### config.mk
export PLATFORM = sky130hd
export DESIGN_NAME = bus_read_ctrl
export DESIGN_NICKNAME = d
export VERILOG_FILES = /design/src/rtl/bus_read_ctrl.sv
export SDC_FILE = /design/constraint.sdc
export NUM_CORES = 1
export LEC_CHECK = 0
export ABC_AREA = 1
export BUFFER_PORTS_ARGS = -buffer_cell sky130_fd_sc_hd__buf_2
export CORE_MARGIN = 5
export CORE_UTILIZATION = 39
export CTS_BUF_LIST = sky130_fd_sc_hd__clkbuf_2 sky130_fd_sc_hd__clkbuf_4 sky130_fd_sc_hd__clkbuf_8
export CTS_CLUSTER_DIAMETER = 80
export DETAILED_ROUTE_END_ITERATION = 16
export PLACE_DENSITY = 0.67
export SLEW_MARGIN = 5
export SYNTH_ARGS = -nofsm -noshare
export SYNTH_HDL_FRONTEND = slang
export SYNTH_SLANG_ARGS = --single-unit
### constraint.sdc
create_clock -name clk -period 1.7 [get_ports clk]
set_input_delay 0.255 -clock clk [delete_from_list [all_inputs] [get_ports clk]]
set_output_delay 0.255 -clock clk [all_outputs]
set_load 0.1 [all_outputs]
### src/rtl/bus_read_ctrl.sv
// Multiplexed address/data bus read sequencer: one edge-triggered read transaction
// through ADDR -> HOLD -> READ -> RECOV, with every pin driven from a register.
module bus_read_ctrl #(
    parameter int unsigned ADDR_CYC = 4,
    parameter int unsigned RD_CYC   = 6,
    parameter int unsigned GAP_CYC  = 4
) (
    input  logic       clk,
    input  logic       reset,
    input  logic       start,
    input  logic [7:0] addr,
    input  logic [7:0] ad_in,
    output logic [7:0] ad_out,
    output logic       ad_oe,
    output logic       cs_n,
    output logic       ad_n,
    output logic       rd_n,
    output logic [7:0] data,
    output logic       done,
    output logic       busy
);

    // Counter reload values; a zero-length phase is stretched to one cycle.
    localparam logic [7:0] ADDR_LOAD = (ADDR_CYC == 0) ? 8'd0 : 8'(ADDR_CYC - 1);
    localparam logic [7:0] RD_LOAD   = (RD_CYC == 0)   ? 8'd0 : 8'(RD_CYC - 1);
    localparam logic [7:0] GAP_LOAD  = (GAP_CYC == 0)  ? 8'd0 : 8'(GAP_CYC - 1);

    typedef enum logic [2:0] {
        S_IDLE,
        S_ADDR,
        S_HOLD,
        S_READ,
        S_RECOV
    } state_t;

    state_t     r_state;
    state_t     w_state_next;
    logic [7:0] r_cnt;
    logic [7:0] w_cnt_next;
    logic       r_start_q;
    logic [7:0] r_addr_q;
    logic [7:0] r_data;
    logic       r_done;
    logic       r_busy;
    logic       r_cs_n;
    logic       r_ad_n;
    logic       r_rd_n;
    logic       r_ad_oe;
    logic       w_trigger;
    logic       w_capture;

    assign w_trigger = start && !r_start_q && (r_state == S_IDLE);
    assign w_capture = (r_state == S_READ) && (r_cnt == 8'd0);

    always_comb begin
        w_state_next = r_state;
        w_cnt_next   = r_cnt;
        case (r_state)
            S_IDLE: begin
                if (w_trigger) begin
                    w_state_next = S_ADDR;
                    w_cnt_next   = ADDR_LOAD;
                end
            end
            S_ADDR: begin
                if (r_cnt == 8'd0) begin
                    w_state_next = S_HOLD;
                    w_cnt_next   = 8'd0;
                end else begin
                    w_cnt_next = r_cnt - 8'd1;
                end
            end
            S_HOLD: begin
                w_state_next = S_READ;
                w_cnt_next   = RD_LOAD;
            end
            S_READ: begin
                if (r_cnt == 8'd0) begin
                    w_state_next = S_RECOV;
                    w_cnt_next   = GAP_LOAD;
                end else begin
                    w_cnt_next = r_cnt - 8'd1;
                end
            end
            S_RECOV: begin
                if (r_cnt == 8'd0) begin
                    w_state_next = S_IDLE;
                    w_cnt_next   = 8'd0;
                end else begin
                    w_cnt_next = r_cnt - 8'd1;
                end
            end
            default: begin
                w_state_next = S_IDLE;
                w_cnt_next   = 8'd0;
            end
        endcase
    end

    always_ff @(posedge clk) begin
        if (reset) begin
            r_state   <= S_IDLE;
            r_cnt     <= 8'd0;
            r_start_q <= 1'b0;
        end else begin
            r_state   <= w_state_next;
            r_cnt     <= w_cnt_next;
            r_start_q <= start;
        end
    end

    // Pins decode the next state so they change on the same edge as the state.
    always_ff @(posedge clk) begin
        if (reset) begin
            r_cs_n   <= 1'b1;
            r_ad_n   <= 1'b1;
            r_rd_n   <= 1'b1;
            r_ad_oe  <= 1'b0;
            r_busy   <= 1'b0;
            r_done   <= 1'b0;
            r_data   <= 8'd0;
            r_addr_q <= 8'd0;
        end else begin
            if (w_trigger) begin
                r_addr_q <= addr;
            end
            if (w_capture) begin
                r_data <= ad_in;
            end
            r_cs_n  <= !((w_state_next == S_ADDR) || (w_state_next == S_HOLD) ||
                         (w_state_next == S_READ));
            r_ad_n  <= (w_state_next != S_ADDR);
            r_rd_n  <= (w_state_next != S_READ);
            r_ad_oe <= (w_state_next == S_ADDR) || (w_state_next == S_HOLD);
            r_busy  <= (w_state_next != S_IDLE);
            r_done  <= w_capture;
        end
    end

    assign ad_out = r_addr_q;
    assign ad_oe  = r_ad_oe;
    assign cs_n   = r_cs_n;
    assign ad_n   = r_ad_n;
    assign rd_n   = r_rd_n;
    assign data   = r_data;
    assign done   = r_done;
    assign busy   = r_busy;

endmodule

# == Word level (Yosys, flattened, before mapping) ==
# Index checks and enable logic that the tools add are counted.
# op_classes
add_sub_neg,1
multipliers,0
div,0
n_lt_le_gt_ge,0
eq_ne,10
shift,0
mux,9
bitwise,0
n_reduce_logical,11
# op_table
op,count
case mux 8 bit (4 select lines),1
2-to-1 mux 8 bit,3
case mux 3 bit (5 select lines),1
"equality test 3 x 2 -> 1 bit, second input constant",4
2-to-1 mux 3 bit,4
logical NOT 8 bit,1
"subtractor 8 x 1 -> 8 bit, second input constant",1
"equality test 3 x 1 -> 1 bit, second input constant",2
"equality test 3 bit, second input constant",1
logical AND 1 bit,3
logical NOT 3 bit,1
"inequality test 3 x 1 -> 1 bit, second input constant",1
"inequality test 3 x 2 -> 1 bit, second input constant",1
nonzero test 3 bit,1
logical NOT 1 bit,2
logical OR 1 bit,2
"inequality test 2 bit, second input constant",1
OR reduction 2 bit,1
# totals
ff_bits,34
latch_bits,0
ram_bits,0
rom_bits,0
input_bits,19
output_inout_bits,22
wordCells,42
memories,0

# == Longest topological paths before layout ==
# Gate-level depths: netlist of run 1.
# logic_depth
depth_word,9
mapped_depth,10
mapped_depth_nobuf,10

# == Worst setup path before layout of run 1 ==
# Ideal clock, no wire load.
# synth_path
path_kind,reg2reg
start,register r_cnt[0]
end,register r_data[0] (netlist: data[0])
setup_time_ps,117
arrival_time_ps,1228
required_time_ps,1583
setup_slack_ps,356
path_stages_with_launch,9
n_path_buf,1
synth_period_minus_slack_ps,1344
cell_sequence,dfxtp_1 inv_1 ha_1 nand3_1 nor2_4 nand2_2 buf_6 o21ai_0 nor2_1
# synth_between
elab_chain_cells,2
# synth_rtl
item,line,rtl
from (decl),38,logic [7:0] r_cnt;
from (signal assigned),107,r_cnt <= w_cnt_next;
logical NOT 8 bit,53,assign w_capture = (r_state == S_READ) && (r_cnt == 8'd0);
logical AND 1 bit,53,
to (signal assigned),128,r_data <= ad_in;
to (decl),42,logic [7:0] r_data;
# No other way between the ends.
# A chain may end at the register's enable or synchronous reset.

# == Worst setup path in the final report of run 1 ==
# layout_path
start,register r_cnt[0]
end,register r_busy (netlist: busy)
# layout_between
elab_chain_cells,4
elab_cells_between_ends,6
cone_classes,mux (4); reduce/logical (2)
# layout_rtl
item,line,rtl
logical NOT 8 bit *,"66, 78, 86",
2-to-1 mux 3 bit (on tied branches),"86, 66, 78",
case mux 3 bit (5 select lines) *,58,case (r_state)
nonzero test 3 bit *,135,r_busy <= (w_state_next != S_IDLE);
to (signal assigned),135,
to (decl),44,logic r_busy;
# Every way passes the cells marked *; elsewhere a longest branch is shown, timed or not.

==> flow_metrics.tcl, run 1 <==
set metrics [dict create \
    worstPathMaxFanout 11 \
    cp-startpoint "r_cnt[0]" \
    final_nets 260 \
    drt-total-wl_um 3000 \
    critical_path_required_ns 1.92 \
    maxSlewViolCount 0 \
    synth_top_area_frac 0.465 \
    hold_class "input port to flop" \
    finish.utilization 0.489 \
    clk_path_buf_depth 2 \
    hold_viol_final 0 \
    die-area_um2 5080 \
    async_flop_share 0 \
    ys.flop_type "dfxtp_1" \
    timing_worst_setup_path_type "flop to flop" \
    slew_headroom 0.671 \
    grt-ovfl-total 0 \
    synthCells 195 \
    die_w_um 71.3 \
    fp.coreArea_um2 3660 \
    die_y_um 71.3 \
    ys_warn_count 0 \
    min-delay-start "addr[7]" \
    start_util 0.400 \
    timing.rr.start "r_cnt[0]" \
    vias_per_cell 4.56 \
    reg2reg_slack_ns 0.16 \
    cts_buffers 5 \
    synth.most_common_cell "nor2_1" \
    power-per-cell-area_nw_per_um2 2120 \
    synth_area_leaders "dfxtp_1 (46%), nor2_1 (13%), nand2_1 (6.7%)" \
    hpwl_um 2280 \
    grt_pass1_vias 1195 \
    drv_cap 0 \
    finalClockSkew_ns 0.00772 \
    cts_sinks 34 \
    cts_root_buf "clkbuf_8" \
    numPortBuffers 40 \
    hold_buffers 0 \
    worst_ir_drop_vdd_v 0.00106 \
    grt_max_degree 17 \
    cts_tree "done" \
    worst_r2r_endpoint "busy" \
    cp_num_buf_inv 1 \
    power_mw 3.79 \
    yosysSeqAreaShare 0.465 \
    ys_types 24 \
    crit_slowest_cell "dfxtp_1" \
    htree_levels 2 \
    holdWs_ns 0.191 \
    synth_seq_cells 34 \
    setup.worst_path.end "busy" \
    tightestPinTransition_ns 0.497 \
    min_period_ns 1.54 \
    num_io_pins 41 \
    antenna_found_initial 0 \
    synth-edff-count 0 \
    worst-path-stages 8 \
    rr_worst_depth 8 \
    path_delay_family "simple AND/OR/NAND/NOR gates" \
    drive_above_1_share 0.275 \
    cts.clk_slew.worst_paths_ns 0.07 \
    finalInstanceArea_um2 1790 \
    finalSetupViolations 0 \
    status "finished clean" \
    synth_top_cell_by_area "dfxtp_1" \
    syn_area_um2 1470 \
    timing.final.crit_share 0.904 \
    worstPathCellList "inv_1 -> ha_1 -> nand3_1 -> nor2_4 -> nand2_2 -> o21ai_2 -> nand3_1 -> nand3b_1" \
    globalplace.congestion 0.810 \
    synthTopCellsByCount "nor2_1 (51), dfxtp_1 (34), nand2_1 (26)" \
    fill_cells 391 \
    vias 1314 \
    worst-endpoint-arrival_ns 1.76 \
    end_kind "flop" \
    fmax_ghz 0.651 \
    worstSetupStartpointType "flop" \
    grt_pass1_wl_um 5090 \
    area_growth_pct 22.3 \
    critPathMaxStageDelay_ns 0.33 \
    tns_ns 0 \
    n_antenna_cell 0 \
    rows 22 \
    grt_setup_unrepaired "no" \
    leakage_nw 0.872 \
    track_usage 0.126 \
    syn_area_per_cell_um2 7.51 \
    final_antenna_net_count 0 \
    drt-wirelength-per-cell_um 10.4 \
    dpl_cell_area_um2 1710 \
    drt_pass1_iterations 4 \
    drtIter0Drc 61 \
    drc 0 \
    clk_latency_ns 0.28 \
    cpMostUsedCell "nand3_1" \
    synth_nets 215 \
]
==> cells in the final DEF (no fill, tap or decap) <==
cell type	n
nor3b_2	1
nor2_1	51
inv_2	1
dfxtp_1	34
xor2_1	1
nor2_2	2
nand2_2	1
o21ai_2	4
buf_2	40
nand3_1	10
inv_4	2
nor2_4	4
o21ai_0	17
buf_4	1
ha_1	1
nor2_8	1
o211ai_1	1
clkinv_2	2
a21oi_1	5
inv_1	21
clkbuf_8	5
nand2_4	2
o21ai_1	1
nand3b_1	1
nor3_1	5
nand2_1	26
==> flip-flops by register name (all words and copies together), names as in the netlist <==
| name | flops |
|---|---|
| r_cnt | 8 |
| data | 8 |
| cs_n | 1 |
| busy | 1 |
| r_state | 3 |
| ad_out | 8 |
| ad_oe | 1 |
| rd_n | 1 |
| done | 1 |
| ad_n | 1 |
| r_start_q | 1 |
==> cell type report <==
cell class,count,area (um2),area share
clock buffer,5,68.8,0.0384
clock inverter,2,10.0,0.00559
inverter,24,95.1,0.0531
multi-input combinational,134,669,0.374
sequential,34,681,0.380
tap,48,60.1,0.0335
timing repair buffer,41,208,0.116
==> per-layer routing <==
| metal | vias up | routed length, um | track usage |
|---|---|---|---|
| li1 | 699 | - | - |
| met1 | 586 | 1360 | 0.148 |
| met2 | 23 | 1450 | 0.204 |
| met3 | 6 | 135 | 0.0463 |
| met4 | 0 | 55 | 0.0564 |
| met5 | - | 0 | 0 |
==> metrics by stage <==
stage | setup slack [ns] | cells
floorplan | 0.356 | 195
global placement | 0.208 | 281
detailed placement | 0.121 | 281
CTS | 0.0971 | 288
global route | 0.0214 | 288
finish | 0.163 | 288
==> report_power, final <==
group          switching, mW  total [mW]  internal (mW)
Sequential             0.128        1.13           1.00
Combinational           1.59        2.11          0.520
Clock                  0.279       0.553          0.274
==> what timing repair did <==
item                                    4_1_cts  5_1_grt
endpoints found under the setup margin        0        8
buffers inserted                              0        0
gates resized for setup                       0        1
==> worst reg2reg max path: stages (launching register included) <==
cell and delay (ns):
dfxtp_1 0.33, inv_1 0.08, ha_1 0.20, nand3_1 0.13
nor2_4 0.21, nand2_2 0.17, o21ai_2 0.09, nand3_1 0.13
nand3b_1 0.12
==> worst min-delay path by stage <==
stage,to,cells after the start
after floorplan,r_cnt[0],1
after global placement,r_cnt[4],2
after detailed placement,data[0],2
after CTS,ad_out[7],3
after global routing,ad_out[6],3
final,ad_out[7],3
==> cell families (layout without fill, tap and decap cells) <==
group           after synthesis  in the layout  synth area share
compound gates               28             28             0.108
simple gates                104            104             0.335
fa+ha+maj                     1              1           0.00854
buf+inv                      27             72            0.0786
xor+xnor                      1              1           0.00598
flops                        34             34             0.465
Power figures use the tool's default switching activity.
==> run 2: changes to the inputs <==
Settings changed: CORE_MARGIN 5 to 1, TNS_END_PERCENT set to 100.
Clock period 1.7 ns to 2 ns, I/O delays scaled along.
==> run 2 against run 1 <==
Effect of this change:
- sequential cell count unchanged
- via count about the same
- final cell count fell by 0.69%
- clock skew shrank 0.0038 ns
- largest cell class unchanged
==> flow_metrics.tcl, run 2 (synthesis gave the netlist of run 1 again) <==
set metrics [dict create \
    worst-endpoint-arrival_ns 1.77 \
    clk_latency_ns 0.28 \
    most-common-layout-cells "nor2_1 (51), buf_2 (40), dfxtp_1 (34), nand2_1 (26), inv_1 (22)" \
    status "finished clean" \
    die_y_um 63.3 \
    globalplace.congestion 0.825 \
    cts_resized 0 \
    cts.clk_slew.worst_paths_ns 0.06 \
    worst_ir_drop_vdd_v 0.000981 \
    clk_path_buf_depth 2 \
    rows 21 \
    drive_above_1_share 0.271 \
    worst_slack_ns 0.451 \
    n_antenna_cell 0 \
    fp.coreArea_um2 3470 \
    num_io_pins 41 \
    antenna_found_initial 0 \
    worstPathCellList "inv_1 -> ha_1 -> nand3_1 -> nor2_4 -> nand2_2 -> inv_1 -> nor2_1 -> nor2_1" \
    grt-ovfl-total 0 \
    die-area_um2 4010 \
    grt_pass1_wl_um 4920 \
    worstSetupStartpointType "flop" \
    track_usage 0.161 \
    p_clk_frac 0.152 \
    grt_setup_unrepaired "no" \
    netSwitchingFraction 0.518 \
    pre_cts_ws_ns 0.473 \
    final_nets 260 \
    fmax_ghz 0.646 \
    holdPathStages 3 \
    worstPathMaxFanout 11 \
    die_w_um 63.3 \
    crit_slowest_cell "dfxtp_1" \
    drt-total-wl_um 2860 \
    worst-path-stages 8 \
    min_period_ns 1.55 \
    critical_path_required_ns 2.22 \
    path_delay_family "simple AND/OR/NAND/NOR gates" \
    tns_ns 0 \
    timing_worst_setup_path_type "flop to flop" \
    cts_tree "done" \
    end_kind "flop" \
    finalClockSkew_ns 0.00393 \
    htree_levels 2 \
    hold_buffers 0 \
    drt_pass1_iterations 4 \
    pwr-share-seq 0.296 \
    vias 1313 \
    timing.final.crit_share 0.774 \
    power-per-cell-area_nw_per_um2 1800 \
    cts_root_buf "clkbuf_8" \
    final_antenna_net_count 0 \
    maxSlewViolCount 0 \
    drc 0 \
    hpwl_um 2160 \
    net-switching-power_mw 1.68 \
    leakage_nw 0.876 \
    drv_cap 0 \
    hold_viol_final 0 \
    drtIter0Drc 49 \
    power.share.combinational 0.552 \
    cts_buffers 5 \
    p_int_mw 1.56 \
    final_common_cell "nor2_1" \
    grt_max_degree 14 \
    slew_headroom 0.673 \
    final_cells 286 \
    fill_cells 374 \
    placed_cells 279 \
    tightestPinTransition_ns 0.493 \
    cts_setup_buffers 0 \
    finalSetupViolations 0 \
    critPathMaxStageDelay_ns 0.33 \
    drt-wirelength-per-cell_um 9.99 \
    rr_worst_depth 8 \
    area_growth_pct 22.5 \
    vias_per_cell 4.59 \
    cp_num_buf_inv 2 \
    start_util 0.422 \
    cts_sinks 34 \
    numPortBuffers 40 \
    hold_class "input port to flop" \
    grt_pass1_vias 1154 \
]
## run 2: area by class of cell
| type | instances | area [um2] | share of cell area |
|---|---|---|---|
| Sequential cell | 34 | 681 | 0.379 |
| Multi-Input combinational cell | 134 | 669 | 0.373 |
| Timing Repair Buffer | 41 | 208 | 0.116 |
| Inverter | 24 | 95.1 | 0.0530 |
| Clock buffer | 7 | 83.8 | 0.0467 |
| Tap cell | 46 | 57.6 | 0.0321 |
## run 2: worst paths after layout
path / start / endpoint / slack (ns)
worst max-delay path: r_cnt[0] / data[2] / 0.45
worst min-delay path: addr[5] / ad_out[5] / 0.24
worst max register to register: r_cnt[0] / data[2] / 0.45
worst min register to register: data[6] / data[6] / 0.48
## run 2: worst reg2reg max path, stage by stage (launching register included)
cell,delay (ns)
dfxtp_1,0.33
inv_1,0.09
ha_1,0.19
nand3_1,0.13
nor2_4,0.21
nand2_2,0.16
inv_1,0.23
nor2_1,0.06
nor2_1,0.10
## run 2: metal layers
| layer | part of all wire | wire (um) | track usage | up-vias |
|---|---|---|---|---|
| li1 | - | - | - | 697 |
| met1 | 0.45 | 1280 | 0.190 | 584 |
| met2 | 0.48 | 1360 | 0.255 | 27 |
| met3 | 0.056 | 161 | 0.0670 | 5 |
| met4 | 0.019 | 55 | 0.0682 | 0 |
| met5 | 0 | 0 | 0 | - |
## run 2: power by group through the flow
stage               clock network [mW]  registers (mW)  logic, mW
global placement                     0           0.972       1.78
floorplan                            0            1.58      0.913
detailed placement                   0           0.972       1.79
CTS                              0.503           0.961       1.80
finish                           0.491           0.958       1.79
global route                     0.536           0.988       1.96
## run 2: stage by stage
| step | total power, mW | utilization | cell area, um2 | hold slack, ns |
|---|---|---|---|---|
| after floorplan | 2.49 | - | 1470 | 0.369 |
| after global placement | 2.76 | 0.493 | 1710 | 0.467 |
| after detailed placement | 2.77 | 0.493 | 1710 | 0.471 |
| after CTS | 3.26 | 0.517 | 1790 | 0.234 |
| after global routing | 3.48 | 0.517 | 1790 | 0.244 |
| final | 3.24 | 0.517 | 1790 | 0.237 |
==> run 3: changes to the inputs <==
Clock period 2 ns to 1.5 ns, I/O delays scaled along.
==> run 3 against run 2 <==
Effect of this change:
- sequential share of layout area is 1.6 points lower
- combinational power is 46% higher
- via count increased by 4.2%
- clock power is 43% higher
- maximum frequency grew 11%
- utilization is 2.3 points higher
- sequential power is 34% higher
- worst hold slack worse by 0.070 ns
- first-iteration DRC count decreased by 2.0%
- total power rose by 42%
- critical path depth unchanged
- critical path type unchanged
- largest cell class is now multi-input combinational cells
==> flow_metrics.tcl, run 3 (synthesis gave the netlist of run 1 again) <==
set metrics [dict create \
    status "finished clean" \
    cts_tree "done" \
    fp.coreArea_um2 3470 \
    drc 0 \
    worstSetupStartpointType "flop" \
    timing.rr.start "r_cnt[0]" \
    min_period_ns 1.39 \
    leakage_nw 0.919 \
    rr_worst_depth 8 \
    multiInputGateArea_um2 691 \
    drt_pass1_iterations 4 \
    reg2reg_slack_ns 0.11 \
    cts.clk_slew.worst_paths_ns 0.07 \
    num_io_pins 41 \
    placed_cells 284 \
    end_kind "flop" \
    drive_above_1_share 0.316 \
    cts_buffers 5 \
    min_to "ad_out[7]" \
    worstPathMaxFanout 5 \
    start_util 0.422 \
    clk_path_buf_depth 2 \
    htree_levels 2 \
    finalSetupViolations 0 \
    tightestPinTransition_ns 0.492 \
    maxSlewViolCount 0 \
    final_nets 266 \
    timing.final.crit_share 0.928 \
    final_common_cell "nor2_1" \
    drtIter0Drc 48 \
    die-area_um2 4010 \
    cts_sinks 34 \
    worst_slack_ns 0.108 \
    holdPathStages 3 \
    hpwl_um 2260 \
    n_antenna_cell 0 \
    worst-endpoint-arrival_ns 1.55 \
    numPortBuffers 40 \
    min-delay-start "addr[7]" \
    die_y_um 63.3 \
    most-common-layout-cells "nor2_1 (50), buf_2 (40), dfxtp_1 (34), nand2_1 (25), inv_1 (21)" \
    seqCellArea_um2 681 \
    power-per-cell-area_nw_per_um2 2450 \
    track_usage 0.159 \
    critical_path_required_ns 1.66 \
    drv_cap 0 \
    hold_buffers 0 \
    die_w_um 63.3 \
    hold_viol_final 0 \
    clk_latency_ns 0.28 \
    drt-wirelength-per-cell_um 10.3 \
    grt_pass1_wl_um 4970 \
    drt-total-wl_um 3020 \
    pre_cts_ws_ns -0.00616 \
    vias 1368 \
    rows 21 \
    fill_cells 375 \
    worst_ir_drop_vdd_v 0.00175 \
    final_cells 293 \
    grt-ovfl-total 0 \
    fmax_ghz 0.719 \
    cts_root_buf "clkbuf_8" \
    worst_r2r_endpoint "busy" \
    hold_class "input port to flop" \
    vias_per_cell 4.67 \
    grt_pass1_vias 1192 \
    grt_max_degree 13 \
    slew_headroom 0.674 \
    finalClockSkew_ns 0.00694 \
    antenna_found_initial 0 \
    timing_worst_setup_path_type "flop to flop" \
    globalplace.congestion 0.830 \
    final_antenna_net_count 0 \
    area_growth_pct 27.9 \
]
==> run 3: repair_timing <==
action                                  in CTS  in global routing
endpoints found under the setup margin       8                 12
resized for setup                            1                  7
pin swaps                                    0                  1
setup buffers                                0                  1
==> run 3: worst max-delay path by stage <==
stage	from	endpoint	slack (ns)	depth (start not counted)
floorplan	r_cnt[0]	data[0]	0.16	8
global placement	r_cnt[0]	data[1]	0.05	8
detailed placement	r_cnt[0]	data[1]	-0.006	8
CTS	r_cnt[1]	cs_n	0.03	8
global route	r_cnt[0]	r_cnt[6]	-0.02	8
finish	r_cnt[0]	busy	0.11	8
==> run 3: cell type report <==
cell class | instances | share of cell area
Multi-Input combinational cell | 134 | 0.368
Sequential cell | 34 | 0.363
Tap cell | 46 | 0.0307
Clock inverter | 1 | 0.00267
Timing Repair Buffer | 47 | 0.135
Clock buffer | 7 | 0.0481
Inverter | 24 | 0.0521
==> run 3: metal layers <==
| layer | track usage | wire length, um | part of all wire | vias up |
|---|---|---|---|---|
| met2 | 0.263 | 1470 | 0.48 | 25 |
| met4 | 0.0597 | 36 | 0.012 | 0 |
| met5 | 0 | 0 | 0 | - |
| li1 | - | - | - | 715 |
| met3 | 0.0489 | 133 | 0.044 | 4 |
| met1 | 0.192 | 1390 | 0.46 | 624 |
==> run 3: worst max-delay path: stages (launching register included) <==
cell      delay (ns)
dfxtp_1         0.31
inv_1           0.07
ha_2            0.19
nand3_1         0.12
nor2_4          0.20
buf_4           0.15
o21ai_2         0.04
nand3_1         0.10
nand3b_1        0.10
==> run 3: metrics by stage <==
stage	power, mW	hold slack, ns	cell area [um2]	TNS, ns	util
4_1_cts	4.51	0.164	1840	0	0.531
6_report	4.59	0.167	1870	0	0.540
5_1_grt	4.90	0.173	1870	-0.0227	0.540
3_5_place_dp	3.79	0.458	1750	-0.0202	0.504
3_3_place_gp	3.77	0.448	1750	0	0.504
2_1_floorplan	3.32	0.294	1470	0	-
==> run 3: power by group <==
part,total [mW],switching [mW],leakage [nW],internal [mW]
Clock,0.704,0.316,0.0517,0.388
Combinational,2.61,1.89,0.589,0.725
Sequential,1.28,0.142,0.279,1.13
Total,4.59,2.35,0.919,2.25
